### src/rtl/regfile_multiport.sv
// -----------------------------------------------------------------------------
// regfile_multiport
//   Parametrised register file: one synchronous write port, NRD combinational
//   read ports, optional same-cycle write-to-read bypass and a hardware clear
//   sweep that zeroes every entry, one per clock, while BUSY is high.
//
// Parameters
//   WIDTH  : bits per register
//   DEPTH  : number of registers (>= 2, need not be a power of two)
//   NRD    : number of read ports (>= 1)
//   BYPASS : 1 forwards a qualifying same-cycle write to matching read ports
//   AW     : address width, derived from DEPTH (not overridable)
//
// Ports
//   CLKb  in   clock, rising edge
//   RSTb  in   asynchronous active-low reset
//   D     in   write data
//   ENW   in   write enable
//   WRA   in   write address
//   ENR   in   per-port read enable, bit i -> port i
//   RDA   in   read addresses, port i at [i*AW +: AW]
//   Q     out  read data, port i at [i*WIDTH +: WIDTH]
//   CLR   in   one-cycle request to start a clear sweep
//   BUSY  out  high while the clear sweep runs
// -----------------------------------------------------------------------------
module regfile_multiport #(
    parameter int WIDTH  = 10,
    parameter int DEPTH  = 4,
    parameter int NRD    = 2,
    parameter int BYPASS = 1,
    localparam int AW    = $clog2(DEPTH)
) (
    input  logic                   CLKb,
    input  logic                   RSTb,
    input  logic [WIDTH-1:0]       D,
    input  logic                   ENW,
    input  logic [AW-1:0]          WRA,
    input  logic [NRD-1:0]         ENR,
    input  logic [NRD*AW-1:0]      RDA,
    output logic [NRD*WIDTH-1:0]   Q,
    input  logic                   CLR,
    output logic                   BUSY
);

    // One extra bit so DEPTH itself is representable for range checks even
    // when DEPTH is a power of two.
    localparam logic [AW:0]   DEPTH_W  = (AW+1)'(DEPTH);
    localparam logic [AW-1:0] LAST_PTR = AW'(DEPTH - 1);

    typedef enum logic [0:0] {
        ST_IDLE  = 1'b0,
        ST_CLEAR = 1'b1
    } state_t;

    state_t             r_state;
    state_t             w_state_nxt;
    logic [AW-1:0]      r_ptr;
    logic [AW-1:0]      w_ptr_nxt;
    logic               r_busy;

    logic [WIDTH-1:0]   r_mem [DEPTH];

    logic               w_wr_ok;
    logic [DEPTH-1:0]   w_wr_hit;
    logic [DEPTH-1:0]   w_clr_hit;
    logic [AW-1:0]      w_ra [NRD];

    // Clear FSM state register; BUSY is registered from the next state so it
    // mirrors (state == CLEAR) exactly.
    always_ff @(posedge CLKb or negedge RSTb) begin
        if (!RSTb) begin
            r_state <= ST_IDLE;
            r_ptr   <= '0;
            r_busy  <= 1'b0;
        end else begin
            r_state <= w_state_nxt;
            r_ptr   <= w_ptr_nxt;
            r_busy  <= (w_state_nxt == ST_CLEAR);
        end
    end

    // Clear FSM next-state logic: CLR starts the sweep from entry 0; the
    // sweep walks every entry once and ignores further CLR pulses.
    always_comb begin
        w_state_nxt = r_state;
        w_ptr_nxt   = r_ptr;
        case (r_state)
            ST_IDLE: begin
                if (CLR) begin
                    w_state_nxt = ST_CLEAR;
                    w_ptr_nxt   = '0;
                end else begin
                    w_state_nxt = ST_IDLE;
                    w_ptr_nxt   = '0;
                end
            end
            ST_CLEAR: begin
                if (r_ptr == LAST_PTR) begin
                    w_state_nxt = ST_IDLE;
                    w_ptr_nxt   = '0;
                end else begin
                    w_state_nxt = ST_CLEAR;
                    w_ptr_nxt   = r_ptr + AW'(1'b1);
                end
            end
            default: begin
                w_state_nxt = ST_IDLE;
                w_ptr_nxt   = '0;
            end
        endcase
    end

    // FSM outputs: per-entry write and clear strobes. CLR has priority over a
    // write in IDLE, and no write qualifies while reset is held, which also
    // blocks the bypass path during reset.
    always_comb begin
        w_wr_hit  = '0;
        w_clr_hit = '0;
        w_wr_ok   = RSTb && ENW && (r_state == ST_IDLE) && !CLR &&
                    ({1'b0, WRA} < DEPTH_W);
        for (int i = 0; i < DEPTH; i++) begin
            w_wr_hit[i]  = w_wr_ok && (WRA == AW'(i));
            w_clr_hit[i] = (r_state == ST_CLEAR) && (r_ptr == AW'(i));
        end
    end

    // Storage array: sweep clear takes precedence, otherwise a qualifying write.
    always_ff @(posedge CLKb or negedge RSTb) begin
        if (!RSTb) begin
            for (int i = 0; i < DEPTH; i++) begin
                r_mem[i] <= '0;
            end
        end else begin
            for (int i = 0; i < DEPTH; i++) begin
                if (w_clr_hit[i]) begin
                    r_mem[i] <= '0;
                end else if (w_wr_hit[i]) begin
                    r_mem[i] <= D;
                end
            end
        end
    end

    // Combinational read ports. w_wr_ok is already false during a sweep, so
    // the bypass is naturally disabled there.
    always_comb begin
        Q = '0;
        for (int p = 0; p < NRD; p++) begin
            w_ra[p] = RDA[p*AW +: AW];
        end
        for (int p = 0; p < NRD; p++) begin
            if (ENR[p] && ({1'b0, w_ra[p]} < DEPTH_W)) begin
                if ((BYPASS != 32'sd0) && w_wr_ok && (WRA == w_ra[p])) begin
                    Q[p*WIDTH +: WIDTH] = D;
                end else begin
                    Q[p*WIDTH +: WIDTH] = r_mem[w_ra[p]];
                end
            end else begin
                Q[p*WIDTH +: WIDTH] = '0;
            end
        end
    end

    assign BUSY = r_busy;

endmodule

### config.mk
export PLATFORM = sky130hd
export DESIGN_NAME = regfile_multiport
export DESIGN_NICKNAME = d
export VERILOG_FILES = /design/src/rtl/regfile_multiport.sv
export SDC_FILE = /design/constraint.sdc
export NUM_CORES = 1
export LEC_CHECK = 0
export CORE_MARGIN = 10
export CORE_UTILIZATION = 35
export CTS_BUF_LIST = sky130_fd_sc_hd__clkbuf_4 sky130_fd_sc_hd__clkbuf_8
export CTS_CLUSTER_SIZE = 40
export DETAILED_ROUTE_END_ITERATION = 10
export GPL_TIMING_DRIVEN = 0
export PLACE_DENSITY_LB_ADDON = 0.25
export SYNTH_ARGS = -nofsm -noshare
export SYNTH_HDL_FRONTEND = slang
export SYNTH_SLANG_ARGS = --single-unit
### constraint.sdc
create_clock -name CLKb -period 4.6 [get_ports CLKb]
set_input_delay 0.92 -clock CLKb [delete_from_list [all_inputs] [get_ports CLKb]]
set_output_delay 0.92 -clock CLKb [all_outputs]
set_load 0.01 [all_outputs]
# After elaboration in Yosys (flattened, before gate mapping)
# Index checks and enable logic that the tools add are counted.
totals:
  regBits: 43
  in_bits: 22
  wordCells: 63
op_classes:
  n_addsub: 1
  n_lt_le_gt_ge: 2
  eq_ne: 8
  muxes: 23
  bitwise: 3
  reduce_logical: 20
ops:
  columns: ["op", "n"]
  rows:
  - ["10-bit 2-to-1 mux", 16]
  - ["10-bit binary-select mux with 2-bit select", 2]
  - ["1-bit logical AND", 13]
  - ["2-bit equality test (second input constant)", 4]
  - ["2-bit nonzero test", 4]
  - ["3-bit greater-or-equal comparator (second input constant)", 2]
  - ["2-bit inverter with 3-bit output", 2]
  - ["2-bit by 1-bit equality test with 1-bit output (second input constant)", 2]
  - ["2-bit equality test", 2]
  - ["2-bit logical NOT", 2]
  - ["2-bit case mux with 2 select lines", 1]
  - ["2-bit by 1-bit adder with 2-bit output (second input constant)", 1]
  - ["1-bit 2-to-1 mux", 2]
  - ["2-bit 2-to-1 mux", 1]
  - ["1-bit case mux with 2 select lines", 1]
  - ["1-bit logical NOT", 1]
  - ["1-bit inverter", 1]

# Logic depth before layout (Yosys ltp)
depth:
  depth_word: 6
  mapped_depth: 5
  depth_no_buf: 5

# Worst setup path after synthesis
# Ideal clock, no wire load.
synth_path:
  kind: "input port to output port"
  from: "in WRA[0]"
  to: "out Q[0]"
  t_arrival_ps: 1828
  t_required_ps: 3680
  slack_ps: 1852
  stages: 4
  n_path_buf: 1
  cell_sequence: "buf_2 xor2_2 o31ai_1 a21boi_1"
synth_between:
  elab_chain_len: 4
synth_lines:
  columns: ["element", "line_no", "source"]
  rows:
  - ["start, declared", "37", "input logic [AW-1:0] WRA,"]
  - ["2-bit equality test", "153", "if ((BYPASS != 32'sd0) && w_wr_ok && (WRA == w_ra[p])) begin"]
  - ["1-bit logical AND", "153", null]
  - ["10-bit 2-to-1 mux", "153", null]
  - ["10-bit 2-to-1 mux", "152", "if (ENR[p] && ({1'b0, w_ra[p]} < DEPTH_W)) begin"]
  - ["end, declared", "40", "output logic [NRD*WIDTH-1:0] Q,"]
# No other way between the ends.

# Worst setup path in the final report
layout_path:
  from: "in RDA[2]"
  to: "out Q[16]"
layout_between:
  elab_chain_len: 6
  word_cells_on_any_way: 8
layout_lines:
  columns: ["element", "line_no", "source"]
  rows:
  - ["start, declared", "39", "input logic [NRD*AW-1:0] RDA,"]
  - ["2-bit inverter with 3-bit output (not written as such)", "156", "Q[p*WIDTH +: WIDTH] = r_mem[w_ra[p]];"]
  - ["10-bit binary-select mux with 2-bit select", "156", null]
  - ["10-bit 2-to-1 mux (not written as such) (2 in series)", "156", null]
  - ["10-bit 2-to-1 mux (*)", "153", null]
  - ["10-bit 2-to-1 mux (*)", "152", null]
# Mark *: on every way between the ends. The rest lies on a longest branch, timed or not. The select of a mux whose other input is x is not followed.

==> results.txt <==
slew margin rel.: 0.528
Diodes inserted: 0
arrival time worst endpoint: 3.28 ns
area share of the largest cell type after synthesis: 0.364
synthesis-stage register bit count: 43
minimum clock period after layout: 4.20 ns
Die W: 112 um
clock skew: 0.00460 ns
Sink Count: 43
Cell Area, Synth: 2960 um2
most frequent cells in the layout: nand2_1, dfrtp_1, mux2i_1
max-cap violations: 0
DIE HEIGHT: 112 um
total grt overflow: 0
postcts setup bufs: 0
IO buf count: 40
critical-path cell list: clkdlybuf4s50_1 -> buf_6 -> xor2_2 -> o31ai_1 -> a21boi_1 -> clkdlybuf4s50_1
GPL Wtd Cong: 0.845
Worst-Skew Late Latency: 0.30 ns
post-CTS sizing: 0
H-Tree Level Count: 2
status: complete, no violations
Die ar.: 12500 um2
Worst setup EP type: primary output
critical path class: input port to primary output
Tightest Pin Transition: 0.707 ns
hold slack: 0.495 ns
CTS Buf Count: 5
Synthesized Nets: 283
CTS tree: built
io pins: 43
area delta synth->final: 21.8%
Max clock buf depth: 2
Total Wirelength: 9110 um
FMAX: 238 MHz
DRC viols: 0
leading cell type in the layout, fill and taps excluded: nand2_1
Synth cell types: 25
hold_buf cts: 0
routed len/inst: 22.2 um
Antenna Violating Nets Remaining: 0
CP startpoint kind: input port
CP max stage delay: 0.58 ns
RSZ-0062 raised after global routing: false
fraction of layout cells with a size suffix above 1: 0.137
placed cell area: 3510 um2
leakage: 0.00160 uW
Final Cell Area: 3600 um2
Mapped Cells: 257
core area: 8220 um2
initial core utilization: 0.360
VDD IR max: 137 uV
Via density: 5.69
largest net degree at the start of global routing: 25
Core Rows: 33
PD cells: 325 nW/um2
final setup violation count: 0
worst path required time: 3.68 ns
max-slew violation count: 0
clk slew on worst S/H paths: 0.08 ns
final hold violation count: 0
Clock Tree Root: clkbuf_8
1st-iter DRT viols: 146
fillers: 797
drt pass-1 iters: 4
number of global-route vias before repair: 2442
All-Layer GR Usage: 0.142
nets: 331
detailed placement HPWL: 6310 um
Synth area leaders: dfrtp_1, mux2i_1, mux4_2
initial antenna violation count: 0
register area share after synthesis: 0.364
post-synth top area cell: dfrtp_1
Avg Cell Area, Syn: 11.5 um2
first-pass GRT wire length: 14100 um
YS warnings: 0
Crit Path Max Fanout: 10
most used cell, CP: clkdlybuf4s50_1
Worst Hold Class: flip-flop to flip-flop
Tcrit/Tclk final: 0.914
slowest CP cell: clkdlybuf4s50_1
vias after detailed routing: 2339
==> area by class of cell <==
cell class                 count  area [um2]  area share
buffer                        15         105      0.0292
clock buffer                   7        83.8      0.0233
clock inverter                 1        5.00     0.00139
inverter                      13        48.8      0.0136
multi-input combinational    186        1730       0.480
sequential                    43        1080       0.299
tap                          105         131      0.0365
timing repair buffer          41         423       0.117
==> synth_stat cells, drive strengths merged <==
| library cell | count |
|---|---|
| nand2 | 44 |
| dfrtp | 43 |
| mux2i | 40 |
| a21boi | 20 |
| mux4 | 20 |
| nand4 | 20 |
| o31ai | 20 |
| buf | 13 |
| inv | 13 |
| ha | 4 |
| xnor2 | 4 |
| xor2 | 4 |
| clkbuf | 2 |
| nand3b | 2 |
| and2 | 1 |
| and3 | 1 |
| and4bb | 1 |
| nand2b | 1 |
| nand4bb | 1 |
| nor2 | 1 |
| nor3 | 1 |
| o21ai | 1 |
==> where the power goes <==
| group | total (uW) | internal (uW) | switching, uW |
|---|---|---|---|
| clock | 251 | 119 | 132 |
| sequential | 503 | 448 | 54.8 |
| combinational | 416 | 180 | 236 |
| total | 1170 | 747 | 423 |
==> per-layer routing <==
| metal | vias up | track usage | part of all wire |
|---|---|---|---|
| met5 | - | 0 | 0 |
| met4 | 0 | 0.0420 | 0.012 |
| met3 | 10 | 0.0295 | 0.074 |
| met2 | 88 | 0.241 | 0.50 |
| met1 | 1170 | 0.177 | 0.42 |
| li1 | 1071 | - | - |
==> per-stage QoR <==
stage	worst slack, ns	util	total power [uW]	cells	TNS (ns)
2_1_floorplan	1.85	-	748	257	0
3_3_place_gp	-1.08	0.425	913	402	-20.19
3_5_place_dp	0.485	0.427	925	403	0
4_1_cts	0.464	0.438	1180	411	0
5_1_grt	0.320	0.438	1240	411	0
6_report	0.397	0.438	1170	411	0
==> logic make-up (layout without fill, tap and decap cells) <==
group | count (synthesis) | after routing | synth area share
simple gates | 73 | 73 | 0.121
mux | 60 | 60 | 0.299
flops | 43 | 43 | 0.364
compound gates | 41 | 41 | 0.103
buf+inv | 28 | 77 | 0.0521
xor+xnor | 8 | 8 | 0.0440
fa+ha+maj | 4 | 4 | 0.0169
==> path summary, 6_finish.rpt <==
path / start / end / slack, ns / cells after the start
min in group asynchronous: RSTb / r_mem[19] / 0.61 / 1
hold / removal: r_ptr[0] / r_ptr[0] / 0.49 / 1
setup / recovery: RDA[2] / Q[16] / 0.40 / 6
hold reg to reg: r_ptr[0] / r_ptr[0] / 0.49 / 1
max in group asynchronous: RSTb / r_mem[25] / 3.47 / 2
setup reg to reg: BUSY / r_mem[4] / 3.03 / 5
==> sequential cells by signal, indices dropped and copies added (netlist names) <==
name   cells
r_mem     40
r_ptr      2
BUSY       1
==> critical path, delay by kind of cell <==
kind	cells	cell delay, ns
buf+inv	3	1.37
compound gates	2	0.43
xor+xnor	1	0.56
(Power assumes the default switching activity.)
